## config.mk

```make
export PLATFORM = sky130hd
export DESIGN_NAME = sd_block_responder
export DESIGN_NICKNAME = d
export VERILOG_FILES = /design/src/rtl/sd_block_responder.sv
export SDC_FILE = /design/constraint.sdc
export NUM_CORES = 1
export LEC_CHECK = 0
export ABC_AREA = 1
export ABC_CLOCK_PERIOD_IN_PS = 4960
export CORE_MARGIN = 2
export CORE_UTILIZATION = 51
export DETAILED_ROUTE_END_ITERATION = 8
export GPL_ROUTABILITY_DRIVEN = 0
export PLACE_DENSITY_LB_ADDON = 0.05
export REMOVE_ABC_BUFFERS = 1
export SYNTH_ARGS = -nofsm -noshare
export SYNTH_HDL_FRONTEND = slang
export SYNTH_SLANG_ARGS = --single-unit
```

## constraint.sdc

```tcl
create_clock -name clk_sys -period 4.96 [get_ports clk_sys]
set_input_delay 0.496 -clock clk_sys [delete_from_list [all_inputs] [get_ports clk_sys]]
set_output_delay 0.496 -clock clk_sys [all_outputs]
set_load 0.05 [all_outputs]
```

## src/rtl/sd_block_responder.sv

```systemverilog
// sd_block_responder: serves 512-byte block requests of the sd_* bus from a byte-wide backing memory
// and issues img_mounted pulses. Define SD_RESP_WRPROT_EN to block writes to read-only mounted drives.
module sd_block_responder #(
  parameter int VDNUM  = 3,
  parameter int LBA_W  = 11,
  parameter int MEM_AW = 22
) (
  input  logic              clk_sys,
  input  logic              reset,
  input  logic [31:0]       sd_lba,
  input  logic [VDNUM-1:0]  sd_rd,
  input  logic [VDNUM-1:0]  sd_wr,
  output logic [VDNUM-1:0]  sd_ack,
  output logic [8:0]        sd_buff_addr,
  output logic [7:0]        sd_buff_dout,
  output logic              sd_buff_wr,
  input  logic [7:0]        sd_buff_din,
  output logic [VDNUM-1:0]  img_mounted,
  output logic              img_readonly,
  output logic [63:0]       img_size,
  input  logic              mount_stb,
  input  logic [1:0]        mount_drv,
  input  logic              mount_ro,
  input  logic [63:0]       mount_size,
  output logic [MEM_AW-1:0] mem_addr,
  output logic              mem_rd,
  output logic              mem_wr,
  output logic [7:0]        mem_wdata,
  input  logic [7:0]        mem_rdata,
  input  logic              mem_ready
);

  localparam int DW = (VDNUM > 1) ? $clog2(VDNUM) : 1;

  typedef enum logic [2:0] {
    IDLE, RD_MEM, RD_PUT, WR_ADDR, WR_CAP, WR_MEM, DONE
  } state_t;

  state_t             state_r, state_s;
  logic [DW-1:0]      drv_r, drv_s;
  logic [LBA_W-1:0]   lba_r, lba_s;
  logic               oor_r, oor_s;
  logic [8:0]         cnt_r, cnt_s, cnt_inc_s;
  logic               pend_r;
  logic [1:0]         pend_drv_r;
  logic               pend_ro_r;
  logic [63:0]        pend_size_r;
  logic               mount_svc_s;
  logic [VDNUM-1:0]   mount_mask_s;
  logic               req_hit_s, req_rd_s;
  logic [DW-1:0]      req_drv_s;
  logic               oor_now_s;
  logic               wprot_s;
  logic [VDNUM-1:0]   ack_s, mounted_s;
  logic [8:0]         baddr_s;
  logic [7:0]         bdout_s, mwdata_s;
  logic               bwr_s, ro_s, mrd_s, mwr_s;
  logic [63:0]        size_s;
  logic [MEM_AW-1:0]  maddr_s, cur_addr_s, next_addr_s;

  assign cnt_inc_s    = cnt_r + 9'd1;
  assign cur_addr_s   = MEM_AW'({drv_r, lba_r, cnt_r});
  assign next_addr_s  = MEM_AW'({drv_r, lba_r, cnt_inc_s});
  assign oor_now_s    = |(sd_lba >> LBA_W);
  assign mount_mask_s = VDNUM'(1'b1) << pend_drv_r;

  // Fixed-priority arbiter: scanning downward leaves the lowest requesting drive; rd beats wr.
  always_comb begin
    req_hit_s = 1'b0;
    req_drv_s = '0;
    req_rd_s  = 1'b0;
    for (int i = VDNUM - 1; i >= 0; i--) begin
      req_drv_s = (sd_rd[i] | sd_wr[i]) ? DW'(i) : req_drv_s;
      req_rd_s  = (sd_rd[i] | sd_wr[i]) ? sd_rd[i] : req_rd_s;
      req_hit_s = req_hit_s | sd_rd[i] | sd_wr[i];
    end
  end

`ifdef SD_RESP_WRPROT_EN
  logic [VDNUM-1:0] ro_r;

  // Per-drive read-only bits, recorded as each mount is announced.
  always_ff @(posedge clk_sys) begin
    if (reset) begin
      ro_r <= '0;
    end else if (mount_svc_s) begin
      ro_r <= pend_ro_r ? (ro_r | mount_mask_s) : (ro_r & ~mount_mask_s);
    end
  end

  assign wprot_s = |(ro_r & (VDNUM'(1'b1) << drv_r));
`else
  assign wprot_s = 1'b0;
`endif

  // Next-state and next-output logic; every output is registered below.
  always_comb begin
    state_s     = state_r;
    drv_s       = drv_r;
    lba_s       = lba_r;
    oor_s       = oor_r;
    cnt_s       = cnt_r;
    ack_s       = sd_ack;
    baddr_s     = sd_buff_addr;
    bdout_s     = sd_buff_dout;
    bwr_s       = 1'b0;
    mounted_s   = '0;
    ro_s        = img_readonly;
    size_s      = img_size;
    maddr_s     = mem_addr;
    mrd_s       = mem_rd;
    mwr_s       = mem_wr;
    mwdata_s    = mem_wdata;
    mount_svc_s = 1'b0;
    case (state_r)
      IDLE: begin
        if (pend_r) begin
          mount_svc_s = 1'b1;
          mounted_s   = mount_mask_s;
          ro_s        = pend_ro_r;
          size_s      = pend_size_r;
        end else if (req_hit_s) begin
          drv_s   = req_drv_s;
          lba_s   = sd_lba[LBA_W-1:0];
          oor_s   = oor_now_s;
          cnt_s   = 9'd0;
          ack_s   = VDNUM'(1'b1) << req_drv_s;
          baddr_s = 9'd0;
          maddr_s = MEM_AW'({req_drv_s, sd_lba[LBA_W-1:0], 9'd0});
          if (req_rd_s) begin
            state_s = RD_MEM;
            mrd_s   = ~oor_now_s;
          end else begin
            state_s = WR_ADDR;
          end
        end else begin
          state_s = IDLE;
        end
      end
      RD_MEM: begin
        // mem_rd stays low for out-of-range sectors, so the byte completes with no wait.
        if (!mem_rd || mem_ready) begin
          state_s = RD_PUT;
          mrd_s   = 1'b0;
          bwr_s   = 1'b1;
          baddr_s = cnt_r;
          bdout_s = oor_r ? 8'hFF : mem_rdata;
        end else begin
          state_s = RD_MEM;
        end
      end
      RD_PUT: begin
        if (cnt_r == 9'd511) begin
          state_s = DONE;
          ack_s   = '0;
        end else begin
          state_s = RD_MEM;
          cnt_s   = cnt_inc_s;
          maddr_s = next_addr_s;
          mrd_s   = ~oor_r;
        end
      end
      WR_ADDR: begin
        state_s = WR_CAP;
      end
      WR_CAP: begin
        state_s  = WR_MEM;
        mwdata_s = sd_buff_din;
        maddr_s  = cur_addr_s;
        mwr_s    = ~(oor_r | wprot_s);
      end
      WR_MEM: begin
        if (!mem_wr || mem_ready) begin
          mwr_s = 1'b0;
          if (cnt_r == 9'd511) begin
            state_s = DONE;
            ack_s   = '0;
          end else begin
            state_s = WR_ADDR;
            cnt_s   = cnt_inc_s;
            baddr_s = cnt_inc_s;
          end
        end else begin
          state_s = WR_MEM;
        end
      end
      DONE: begin
        state_s = IDLE;
        cnt_s   = 9'd0;
      end
      default: begin
        state_s = IDLE;
        ack_s   = '0;
        mrd_s   = 1'b0;
        mwr_s   = 1'b0;
      end
    endcase
  end

  // State, transfer context and registered outputs.
  always_ff @(posedge clk_sys) begin
    if (reset) begin
      state_r      <= IDLE;
      drv_r        <= '0;
      lba_r        <= '0;
      oor_r        <= 1'b0;
      cnt_r        <= 9'd0;
      sd_ack       <= '0;
      sd_buff_addr <= 9'd0;
      sd_buff_dout <= 8'd0;
      sd_buff_wr   <= 1'b0;
      img_mounted  <= '0;
      img_readonly <= 1'b0;
      img_size     <= 64'd0;
      mem_addr     <= '0;
      mem_rd       <= 1'b0;
      mem_wr       <= 1'b0;
      mem_wdata    <= 8'd0;
    end else begin
      state_r      <= state_s;
      drv_r        <= drv_s;
      lba_r        <= lba_s;
      oor_r        <= oor_s;
      cnt_r        <= cnt_s;
      sd_ack       <= ack_s;
      sd_buff_addr <= baddr_s;
      sd_buff_dout <= bdout_s;
      sd_buff_wr   <= bwr_s;
      img_mounted  <= mounted_s;
      img_readonly <= ro_s;
      img_size     <= size_s;
      mem_addr     <= maddr_s;
      mem_rd       <= mrd_s;
      mem_wr       <= mwr_s;
      mem_wdata    <= mwdata_s;
    end
  end

  // Single pending-mount slot; a newer valid mount overwrites an unserviced one.
  always_ff @(posedge clk_sys) begin
    if (reset) begin
      pend_r      <= 1'b0;
      pend_drv_r  <= 2'd0;
      pend_ro_r   <= 1'b0;
      pend_size_r <= 64'd0;
    end else if (mount_stb && ({30'd0, mount_drv} < 32'(VDNUM))) begin
      pend_r      <= 1'b1;
      pend_drv_r  <= mount_drv;
      pend_ro_r   <= mount_ro;
      pend_size_r <= mount_size;
    end else if (mount_svc_s) begin
      pend_r      <= 1'b0;
    end
  end

endmodule

```

==> results.txt <==
Largest delay share family, worst path = simple AND/OR/NAND/NOR gates
Via Count = 7901
Hold Vio Cnt, Final = 0
Yosys top cell by area = dfxtp_1
synthesized area per cell = 7.52 um^2
CP bufs+invs = 1
worst r2r src = state_r[0]
Seq/Total Area, Yosys = 51.6%
post-CTS setup buffers = 0
HPWL Detailed = 14800 um
number of max-cap violations = 0
I/O pins = 246
Max VDD drop = 345 uV
RSZ-0062 raised after global routing = false
Primary FF master, synth = dfxtp_1
Clock Tree Root = clkbuf_16
result of the run = complete, no violations
CP max stage delay = 0.55 ns
vias in the first global route = 7513
CTS clk-pin slew, worst paths = 0.06 ns
fillcell total = 1319
DRT antenna net count = 0
Leak = 4.48 nW
period utilization = 58.7%
final setup fails = 0
top cell type's share of synthesized area = 51.6%
Placed Cells = 1510
share of layout cells above drive strength 1 = 4.50%
Die W = 132 um
die area = 17400 um^2
DRC viols = 0
CTS tree = yes
Detailed Route WL = 22400 um
DR WL/cell = 14.4 um
Worst setup EP type = register
Slew headroom = 42.0%
skew final = 0.0139 ns
post-synthesis cell type count = 33
drt via density = 5.10
Crit Path Max Fanout = 24
antenna violations before repair = 0
die height = 132 um
Worst Max-Slew Pin Slew = 0.867 ns
ys async rst share = 0%
Synth area leaders = dfxtp_1 52%, o21ai_0 10%, nand2_1 7.0%
Initial DRT Pass Iterations = 5
worst path cell trace = nor2_2, nand2_1, nand2_2, inv_2, a21oi_4, nand2_2, nand2_1, a21oi_1
H-tree depth = 1
startpoint types = register
critical path launch point = state_r[0]
DR iter-0 viols = 540
#FFs+latches synth = 215
first-pass GRT wire length = 36900 um
critical path type = register to register
number of synthesized flops with an enable pin = 0
YS warnings = 0
Syn Std Cell Area = 8340 um^2
cell count after synthesis = 1110
WP data required = 5.32 ns
HP Start = pend_size_r[42]
row cnt = 46
Clock Latency Late Sink = 0.49 ns
Initial Utilization = 52.3%
largest net degree at the start of global routing = 92
nets = 1447
Core Area = 15900 um^2
PD cells = 487 nW/um^2
Overflow after GRT = 0
diode count = 0
total CTS buffers = 22
setup total negative slack = 0 ns
hold_buf cts = 0
Fmax achieved = 343 MHz
Global Route Usage Sum = 25.3%
Worst Hold Class = register to register
Slowest-stage cell, CP = a21oi_4
Final Instance Count excl. Fillers = 1550
I/O Buffers = 245
area grow syn2layout = 39.0%
CTS sink count = 215
Worst EP arrival = 3.27 ns
# resized after CTS = 0
Max Root-Sink Buffers = 3
Final Critical Period = 2.91 ns
Final Max Slew Viols = 0
layout by cell type (no fill, tap or decap), types with 3 or more instances in the layout:
cell and count:
a211oi_1 3, a21oi_1 102, buf_4 5, clkbuf_1 7, clkbuf_16 23, clkbuf_8 7
clkdlybuf4s50_1 245, dfxtp_1 215, ha_1 4, inv_1 105, inv_2 8, nand2_1 154
nand2_2 5, nand3_1 98, nor2_1 137, nor3_1 13, o21ai_0 174, o22ai_1 6
cell families after synthesis:
logic type / share of synthesized area, %
compound gates: 18.0
buf+inv: 8.50
simple gates: 21.0
fa+ha+maj: 0.600
xor+xnor: 0.315
flops: 51.6
area by class of cell:
cell class | count | area (um^2) | share of cell area [%]
clock buffers | 37 | 698 | 6.02
clock inverters | 3 | 65.1 | 0.561
inverters | 114 | 430 | 3.71
multi-input cells | 715 | 3340 | 28.8
flip-flops and latches | 215 | 4300 | 37.1
well taps | 216 | 270 | 2.33
repair buffers | 250 | 2490 | 21.5
worst paths after layout:
path                     end  slack [ns]  depth (start not counted)
max              mem_addr[9]        2.05                          8
min          pend_size_r[42]        0.45                          2
max reg2reg      mem_addr[9]        2.05                          8
min reg2reg  pend_size_r[42]        0.45                          2
synthesized netlist by cell type (all sizes together), types with 2 or more instances:
master  instances
buf            20
nand2         161
o22ai           6
o21ai         175
xor2            2
a21oi         103
nand4           3
o211ai          2
a211oi          3
inv           114
dfxtp         215
nor2          140
clkbuf         46
nor3           13
ha              4
nand3          98
worst min-delay path: stages (launching register included):
cell and delay, ns:
dfxtp_1 0.30, inv_1 0.05, a21oi_1 0.05
through the flow:
step           utilization (%)  hold WS, ns  power [mW]  cell area [um^2]  setup WS [ns]
3_3_place_gp              67.9        0.433        3.95             10800           2.05
5_1_grt                   72.7        0.466        5.95             11600           1.72
4_1_cts                   72.7        0.444        5.69             11600           2.04
2_1_floorplan                -        0.420        3.32              8060          0.490
3_5_place_dp              67.9        0.436        3.97             10800           2.05
6_report                  72.7        0.446        5.65             11600           2.05
power by group:
group          switching, mW  total (mW)  internal (mW)  leakage (nW)
clock                  0.649        1.71           1.06         0.374
combinational           1.28        1.86          0.576          2.35
sequential             0.120        2.08           1.96          1.76
total                   2.05        5.65           3.60          4.48
layer usage:
layer	global-route usage, %	wire length, um
met1	30.1	9160
met5	0	0
met3	8.15	1860
met4	6.70	528
met2	44.0	10800
sequential cells by signal, indices dropped and copies added (netlist names):
name and flops:
pend_r 1, drv_r 2, mem_wdata 8, cnt_r 9, img_readonly 1, mem_addr 22
sd_ack 3, img_size 64, mem_wr 1, oor_r 1, pend_drv_r 2, pend_size_r 64
sd_buff_addr 9, pend_ro_r 1, state_r 3, sd_buff_dout 8, img_mounted 3, lba_r 11
mem_rd 1, sd_buff_wr 1
Note: power is estimated with default switching activity, not from simulation.
